`src/rtl/router_pkg.sv`:
```
// Shared definitions for the router node's bit-serial message buffers.
// Holds the buffer state encoding, node-level constants and the counter width.
package router_pkg;

  localparam int CELL_ADDR_W = 4;
  localparam int NUM_BUFFERS = 7;
  localparam int CNT_W       = 8;

  typedef enum logic [2:0] {
    IDLE,
    HDR,
    PAY,
    FULL,
    SEND
  } state_t;

  // Terminal count for a phase lasting n cycles.
  function automatic logic [CNT_W-1:0] last_idx(input int n);
    return CNT_W'(n - 1);
  endfunction

endpackage

```
`src/rtl/serial_shift_reg.sv`:
```
// Left-shifting register: serial load at the LSB, or shift out with the MSB exposed.
// Loading takes priority over shifting out.
module serial_shift_reg #(
  parameter int WIDTH = 32
) (
  input  logic clk,
  input  logic rst,
  input  logic load_en,
  input  logic shift_en,
  input  logic sin,
  output logic msb
);

  logic [WIDTH-1:0] q;

  always_ff @(posedge clk) begin
    if (rst) begin
      q <= '0;
    end else if (load_en) begin
      q <= WIDTH'({q, sin});
    end else if (shift_en) begin
      q <= WIDTH'({q, 1'b0});
    end
  end

  assign msb = q[WIDTH-1];

endmodule

```
`src/rtl/router_msg_buffer.sv`:
```
// Bit-serial message buffer: captures start/address/payload from rx_bit, requests
// delivery, then streams the payload MSB-first to the distributor while granted.
module router_msg_buffer
  import router_pkg::*;
#(
  parameter int ADDR_W    = CELL_ADDR_W,
  parameter int PAYLOAD_W = 32
) (
  input  logic              clk,
  input  logic              rst,
  input  logic              rx_bit,
  output logic              rx_ready,
  output logic              req,
  input  logic              grant,
  output logic              bit_out,
  output logic [ADDR_W-1:0] addr_out,
  output logic              done,
  output logic              overrun
);

  state_t           state_q, state_d;
  logic [CNT_W-1:0] cnt_q, cnt_d;
  logic [ADDR_W-1:0] addr_q;
  logic             addr_en;
  logic             pay_load;
  logic             pay_shift;
  logic             pay_msb;
  logic             ovr_set;

  always_comb begin
    state_d   = state_q;
    cnt_d     = cnt_q;
    addr_en   = 1'b0;
    pay_load  = 1'b0;
    pay_shift = 1'b0;
    ovr_set   = 1'b0;
    req       = 1'b0;
    bit_out   = 1'b0;
    done      = 1'b0;
    rx_ready  = 1'b0;
    unique case (state_q)
      IDLE: begin
        rx_ready = 1'b1;
        if (rx_bit) begin
          state_d = HDR;
          cnt_d   = '0;
        end
      end
      HDR: begin
        addr_en = 1'b1;
        if (cnt_q == last_idx(ADDR_W)) begin
          state_d = PAY;
          cnt_d   = '0;
        end else begin
          cnt_d = cnt_q + CNT_W'(1);
        end
      end
      PAY: begin
        pay_load = 1'b1;
        if (cnt_q == last_idx(PAYLOAD_W)) begin
          state_d = FULL;
          cnt_d   = '0;
        end else begin
          cnt_d = cnt_q + CNT_W'(1);
        end
      end
      FULL: begin
        req     = 1'b1;
        ovr_set = rx_bit;
        if (grant) begin
          state_d = SEND;
          cnt_d   = '0;
        end
      end
      SEND: begin
        ovr_set = rx_bit;
        // A dropped grant freezes the shift and the count until it returns.
        if (grant) begin
          bit_out   = pay_msb;
          pay_shift = 1'b1;
          if (cnt_q == last_idx(PAYLOAD_W)) begin
            done    = 1'b1;
            state_d = IDLE;
            cnt_d   = '0;
          end else begin
            cnt_d = cnt_q + CNT_W'(1);
          end
        end
      end
      default: begin
        state_d = IDLE;
        cnt_d   = '0;
      end
    endcase
  end

  always_ff @(posedge clk) begin
    if (rst) begin
      state_q <= IDLE;
      cnt_q   <= '0;
      addr_q  <= '0;
      overrun <= 1'b0;
    end else begin
      state_q <= state_d;
      cnt_q   <= cnt_d;
      if (addr_en) begin
        addr_q <= ADDR_W'({addr_q, rx_bit});
      end
      overrun <= overrun | ovr_set;
    end
  end

  serial_shift_reg #(
    .WIDTH(PAYLOAD_W)
  ) u_payload (
    .clk     (clk),
    .rst     (rst),
    .load_en (pay_load),
    .shift_en(pay_shift),
    .sin     (rx_bit),
    .msb     (pay_msb)
  );

  assign addr_out = addr_q;

endmodule

```
`config.mk`:
```
export PLATFORM = sky130hd
export DESIGN_NAME = router_msg_buffer
export DESIGN_NICKNAME = d
export VERILOG_FILES = /design/src/rtl/router_pkg.sv /design/src/rtl/serial_shift_reg.sv /design/src/rtl/router_msg_buffer.sv
export SDC_FILE = /design/constraint.sdc
export NUM_CORES = 1
export LEC_CHECK = 0
export ABC_AREA = 1
export ABC_CLOCK_PERIOD_IN_PS = 1600
export CAP_MARGIN = 20
export CORE_MARGIN = 2
export CORE_UTILIZATION = 35
export CTS_CLUSTER_DIAMETER = 30
export DETAILED_ROUTE_END_ITERATION = 10
export MAX_ROUTING_LAYER = met4
export PLACE_DENSITY = 0.6
export SYNTH_ARGS = -nofsm -noshare
export SYNTH_HDL_FRONTEND = slang
export SYNTH_SLANG_ARGS = --single-unit
```
`constraint.sdc`:
```
create_clock -name clk -period 1.6 [get_ports clk]
set_clock_uncertainty 0.2 [all_clocks]
set_input_delay 0.24 -clock clk [delete_from_list [all_inputs] [get_ports clk]]
set_output_delay 0.24 -clock clk [all_outputs]
set_load 0.02 [all_outputs]
```
After elaboration in Yosys (flattened, before gate mapping). Cells that the tools add are included.

Input port bits: 4. Logic and storage cells: 51. Flip-flop bits (word level): 48. Output and inout port bits: 9.

Add/sub/neg operators: 1. Equal/unequal tests: 12. Multiplexer cells: 27. Bitwise gates (word level): 1. Reduce and logical (&&, ||, !) cells: 5.

Operators with widths (count): 32-bit two-way mux (2); 8-bit two-way mux (5); 8-bit case mux with 5 select lines (1); 3-bit two-way mux (6); 3-bit case mux with 5 select lines (1); 1-bit two-way mux (12); 2-bit != test, second input constant (6); 8-bit by 1-bit adder with 8-bit output, second input constant (1); 8-bit by 2-bit equality test with 1-bit output, second input constant (1); 8-bit by 5-bit equality test with 1-bit output, second input constant (1); 3-bit by 2-bit equality test with 1-bit output, second input constant (2); 6-bit AND reduction (1); 3-bit by 1-bit equality test with 1-bit output, second input constant (1); 3-bit equality test, second input constant (1); 3-bit zero test (1); 3-bit AND reduction (1); 2-bit nonzero test (1); 2-bit OR reduction (1); 1-bit OR (1).

Logic depth before layout (Yosys ltp).
Depth after elaboration: 4. Gate-level depth with buffers: 10.

By module. A second synthesis with hierarchy kept.

Cell total of the unflattened synthesis: 344. Area, all modules: 2235.9 µm².

Modules (own cells, without submodules): serial_shift_reg (cells each 201, seq. area each 640.6 µm², instances 1, area each 1335.0 µm²); router_msg_buffer (cells each 143, seq. area each 320.3 µm², instances 1, area each 900.9 µm²).

Least setup slack after synthesis. Ideal clock, no wire load.

Path kind: reg2reg. Start point: reg state_q[1]. End point: reg state_q[0]. Setup time: 0.113 ns. Clock period less this slack: 1.573 ns. Required time: 1.287 ns. Stages on the path, launching flop included: 11. Data arrival time: 1.260 ns. Slack: 0.027 ns. Cell sequence: dfxtp_1 buf_6 nand2_1 nor2_2 nand2_2 nand2_2 nor2_8 nand3_4 nand2_1 nand2_1 nor2_1.

Longest elaborated chain between the ends: 3. Elaborated cells between the ends (all ways): 13. Those cells by class: eq/ne: 10; mux: 1; reduce/logical: 2.

RTL lines: start: declaration (RTL line router_msg_buffer.sv:21) `state_t state_q, state_d;`; start signal: assignment (RTL line router_msg_buffer.sv:104) `state_q <= state_d;`; 3-bit by 2-bit equality test with 1-bit output, or another cell as far along (RTL line router_msg_buffer.sv:41) `unique case (state_q)`; 2-bit != test (no line); 6-bit AND reduction (no line).

Parallel ways exist; a longest one is shown, timed or not. A chain may end at the register's enable or synchronous reset.

Final worst setup path.
Start point: reg cnt_q[0]. End point: out done.

Longest elaborated chain between the ends: 4.

RTL lines: start: declaration (RTL line router_msg_buffer.sv:22) `logic [CNT_W-1:0] cnt_q, cnt_d;`; start signal: assignment (RTL line router_msg_buffer.sv:105) `cnt_q <= cnt_d;`; 8-bit by 5-bit equality test with 1-bit output (RTL line router_msg_buffer.sv:81) `if (cnt_q == last_idx(PAYLOAD_W)) begin`; 1-bit two-way mux (RTL line router_msg_buffer.sv:81); 1-bit two-way mux (RTL line router_msg_buffer.sv:78) `if (grant) begin`; 1-bit two-way mux (RTL line router_msg_buffer.sv:41); end: declaration (RTL line router_msg_buffer.sv:17) `output logic done,`.

Every way passes these cells.

==> reports/results.ini <==
[clocking]
clk_latency_ns = 0.30
htree_levels = 2
cts.sinks = 48
clkSlewWorstSetupHoldPaths_ns = 0.09
clock_path_buffers = 2
cts_tree = done
cts_made_buffers = 5
cts-root-buf = clkbuf_8

[worst_setup_path]
path_cells = ha_4 > nand2_4 > nor2_4 > nand2_2 > nor2_2 > buf_6
cp.required_ns = 1.16
critPathBufInv = 1
cp_slowest_cell = dfxtp_2
critPathTopFamily = flip-flops
critPathCaptureType = output port
cp.arrival_ns = 1.28
path_max_fanout = 3
crit_type = flip-flop to output port
max_stage_delay_ns = 0.36
cp-start-kind = flip-flop

[global_routing]
antenna_found_initial = 0
grt_pass1_wl_um = 7210
grt_max_degree = 40
grt_pass1_vias = 1678
grtUsageTotal_pct = 14.5
grt_overflow = 0

[sta]
final.setup.tns_ns = -0.205
hold_viol_final = 0
fin_crit_sh_pct = 107
clock.fmax_ghz = 0.583
setup_viol_count_final = 6
rsz0062_at_grt = true
maxSlewViolCount = 0
worst_slack_ns = -0.116
fin_crit_ns = 1.72
max-slew-margin-rel_pct = 80.1
worst_pin_slew_ns = 0.296

[final_layout]
mostFrequentLayoutCells = 81 x nor2_1, 43 x dfxtp_1, 36 x buf_4, 31 x nand2_1, 24 x o21ai_0
final_common_cell = nor2_1
antennaDiodeCount = 0
drive_gt1_share_pct = 29.2
fill_cells = 536
fin_nets = 329
layoutNonFillerInstCount = 397
syn_to_final_growth_pct = 39.4

[die]
die_area_um2 = 6320
ios = 13
die_h_um = 79.5
initial_utilization_pct = 36.2
dieWidth_um = 79.5
rows = 27
core_um2 = 5510

[detailed_routing]
wirelength_um = 4220
dr.pass1.iters = 4
vias_per_cell = 4.55
drc = 0
postRouteAntennaNets = 0
drt_iter0_markers = 66
num_vias = 1808
post_drt_wl_per_cell_um = 10.6

[power_and_ir_drop]
switching_share_pct = 37.3
internal_power_mw = 2.97
p_seq_share_pct = 38.8
switchingPower_mw = 1.77
power_density_nw_per_um2 = 1700
clkPwrFrac_pct = 18.3
irDropWorstVdd_uv = 924
pwr-share-comb_pct = 42.9
p_leak_nw = 1.29

[placed_design]
hpwlAfterDp_um = 2690
dp_cells = 381
io_buffers = 12
gp_congestion = 0.813

[synthesis]
yosys.area.top_type_share_pct = 48.2
yosysWarnings = 0
ys_seq_area_share_pct = 48.2
synth_nets = 279
syn_inst = 274
synth.largest_area_cell = dfxtp_1
synth_cell_types = 26
postSynthAreaPerCell_um2 = 7.28
ys_seq_elements = 48
synth_area_um2 = 1990
yosys-top-cells-area = dfxtp_1 48%, nor2_1 17%, o21ai_0 8.3%

[outcome]
violations = negative setup slack
status = finished, violations left

[worst_hold_path]
hold_class = flip-flop to flip-flop

[flow_run]
cap_violations = 0

## worst register-to-register path, stage by stage, from the launching register on
cell and delay, ns:
dfxtp_2 0.36, ha_4 0.15, buf_4 0.11, buf_6 0.08, nand2_1 0.04, nor2_1 0.10, nand2_1 0.07, nand2_2 0.07
nand3_4 0.14, nand2_2 0.11, nand2_2 0.05, nor2_2 0.10
## final cells by class
type / count / area (um^2) / share of cell area (%)
Multi-Input combinational cell: 198 / 1040 / 37.3
Sequential cell: 48 / 975 / 35.1
Inverter: 17 / 73.8 / 2.66
Timing Repair Buffer: 54 / 493 / 17.7
Clock inverter: 3 / 42.5 / 1.53
Tap cell: 72 / 90.1 / 3.24
Clock buffer: 5 / 68.8 / 2.48
## final timing paths
path / from / end / slack (ns) / cells after the start
worst max-delay path: cnt_q[0] / done / -0.12 / 6
worst min-delay path: u_payload.q[0] / u_payload.q[0] / 0.28 / 2
worst max register to register: cnt_q[0] / state_q[1] / -0.05 / 11
worst min register to register: u_payload.q[0] / u_payload.q[0] / 0.28 / 2
## cells by family (layout without fill, tap and decap cells)
| family | Yosys count | in the layout | share of synthesized area, % |
|---|---|---|---|
| AOI/OAI and AO/OA | 46 | 46 | 12.2 |
| adders and majority gates | 1 | 1 | 0.627 |
| and+or+nand+nor | 151 | 151 | 32.9 |
| buffers and inverters | 28 | 79 | 6.02 |
| DFF | 48 | 48 | 48.2 |
## synth_stat cells
library cell,instances
nand3_4,1
or2_0,1
clkbuf_2,1
inv_2,2
o21ai_1,5
a21oi_1,4
nor2_1,88
nor3_1,1
nand4_1,1
nor2_8,1
nand2_4,1
nand2_2,5
ha_1,1
clkbuf_1,4
inv_1,15
nand2_1,39
dfxtp_1,48
o21ai_0,33
o211ai_1,1
nand3_1,8
nand3_2,1
nor2_2,2
buf_6,1
a21oi_2,3
buf_2,5
nor3_2,2
## registers in the layout (all words and copies together), names as in the netlist
| name | flops |
|---|---|
| u_payload.q | 32 |
| cnt_q | 8 |
| addr_out | 4 |
| state_q | 3 |
| overrun | 1 |
## layer usage
layer  wire, um  share of wire [%]  vias up  global-route usage [%]
met5          0                  0        -                       -
met4         51                1.2        0                    4.48
met3         91                2.2        6                    3.05
met2       2020                 48       19                    23.7
met1       2050                 49      812                    18.0
li1           -                  -      971                       -
## power groups by stage
| stage | Sequential (mW) | Clock (mW) | Combinational (mW) |
|---|---|---|---|
| floorplan | 1.83 | 0 | 1.05 |
| global placement | 1.81 | 0 | 1.69 |
| detailed placement | 1.82 | 0 | 1.71 |
| CTS | 1.80 | 0.894 | 1.85 |
| global route | 1.90 | 0.946 | 2.28 |
| finish | 1.84 | 0.866 | 2.03 |
## timing repair
| item | CTS | global route |
|---|---|---|
| cloned | 1 | 0 |
| hold buffers | 0 | 0 |
| setup buffers | 2 | 6 |
| pin swaps | 10 | 17 |
| setup endpoints to repair | 52 | 46 |
| resized for setup | 39 | 46 |
## stage by stage
stage	cell area (um^2)	hold slack, ns	worst slack (ns)	total power [mW]	utilization [%]
2_1_floorplan	1990	0.109	0.0272	2.88	-
3_3_place_gp	2430	0.250	-0.397	3.50	44.1
3_5_place_dp	2430	0.252	-0.411	3.53	44.1
4_1_cts	2640	0.274	-0.135	4.55	47.9
5_1_grt	2780	0.309	-0.200	5.12	50.5
6_report	2780	0.275	-0.116	4.74	50.5
Note: power is estimated with default switching activity, not from simulation.
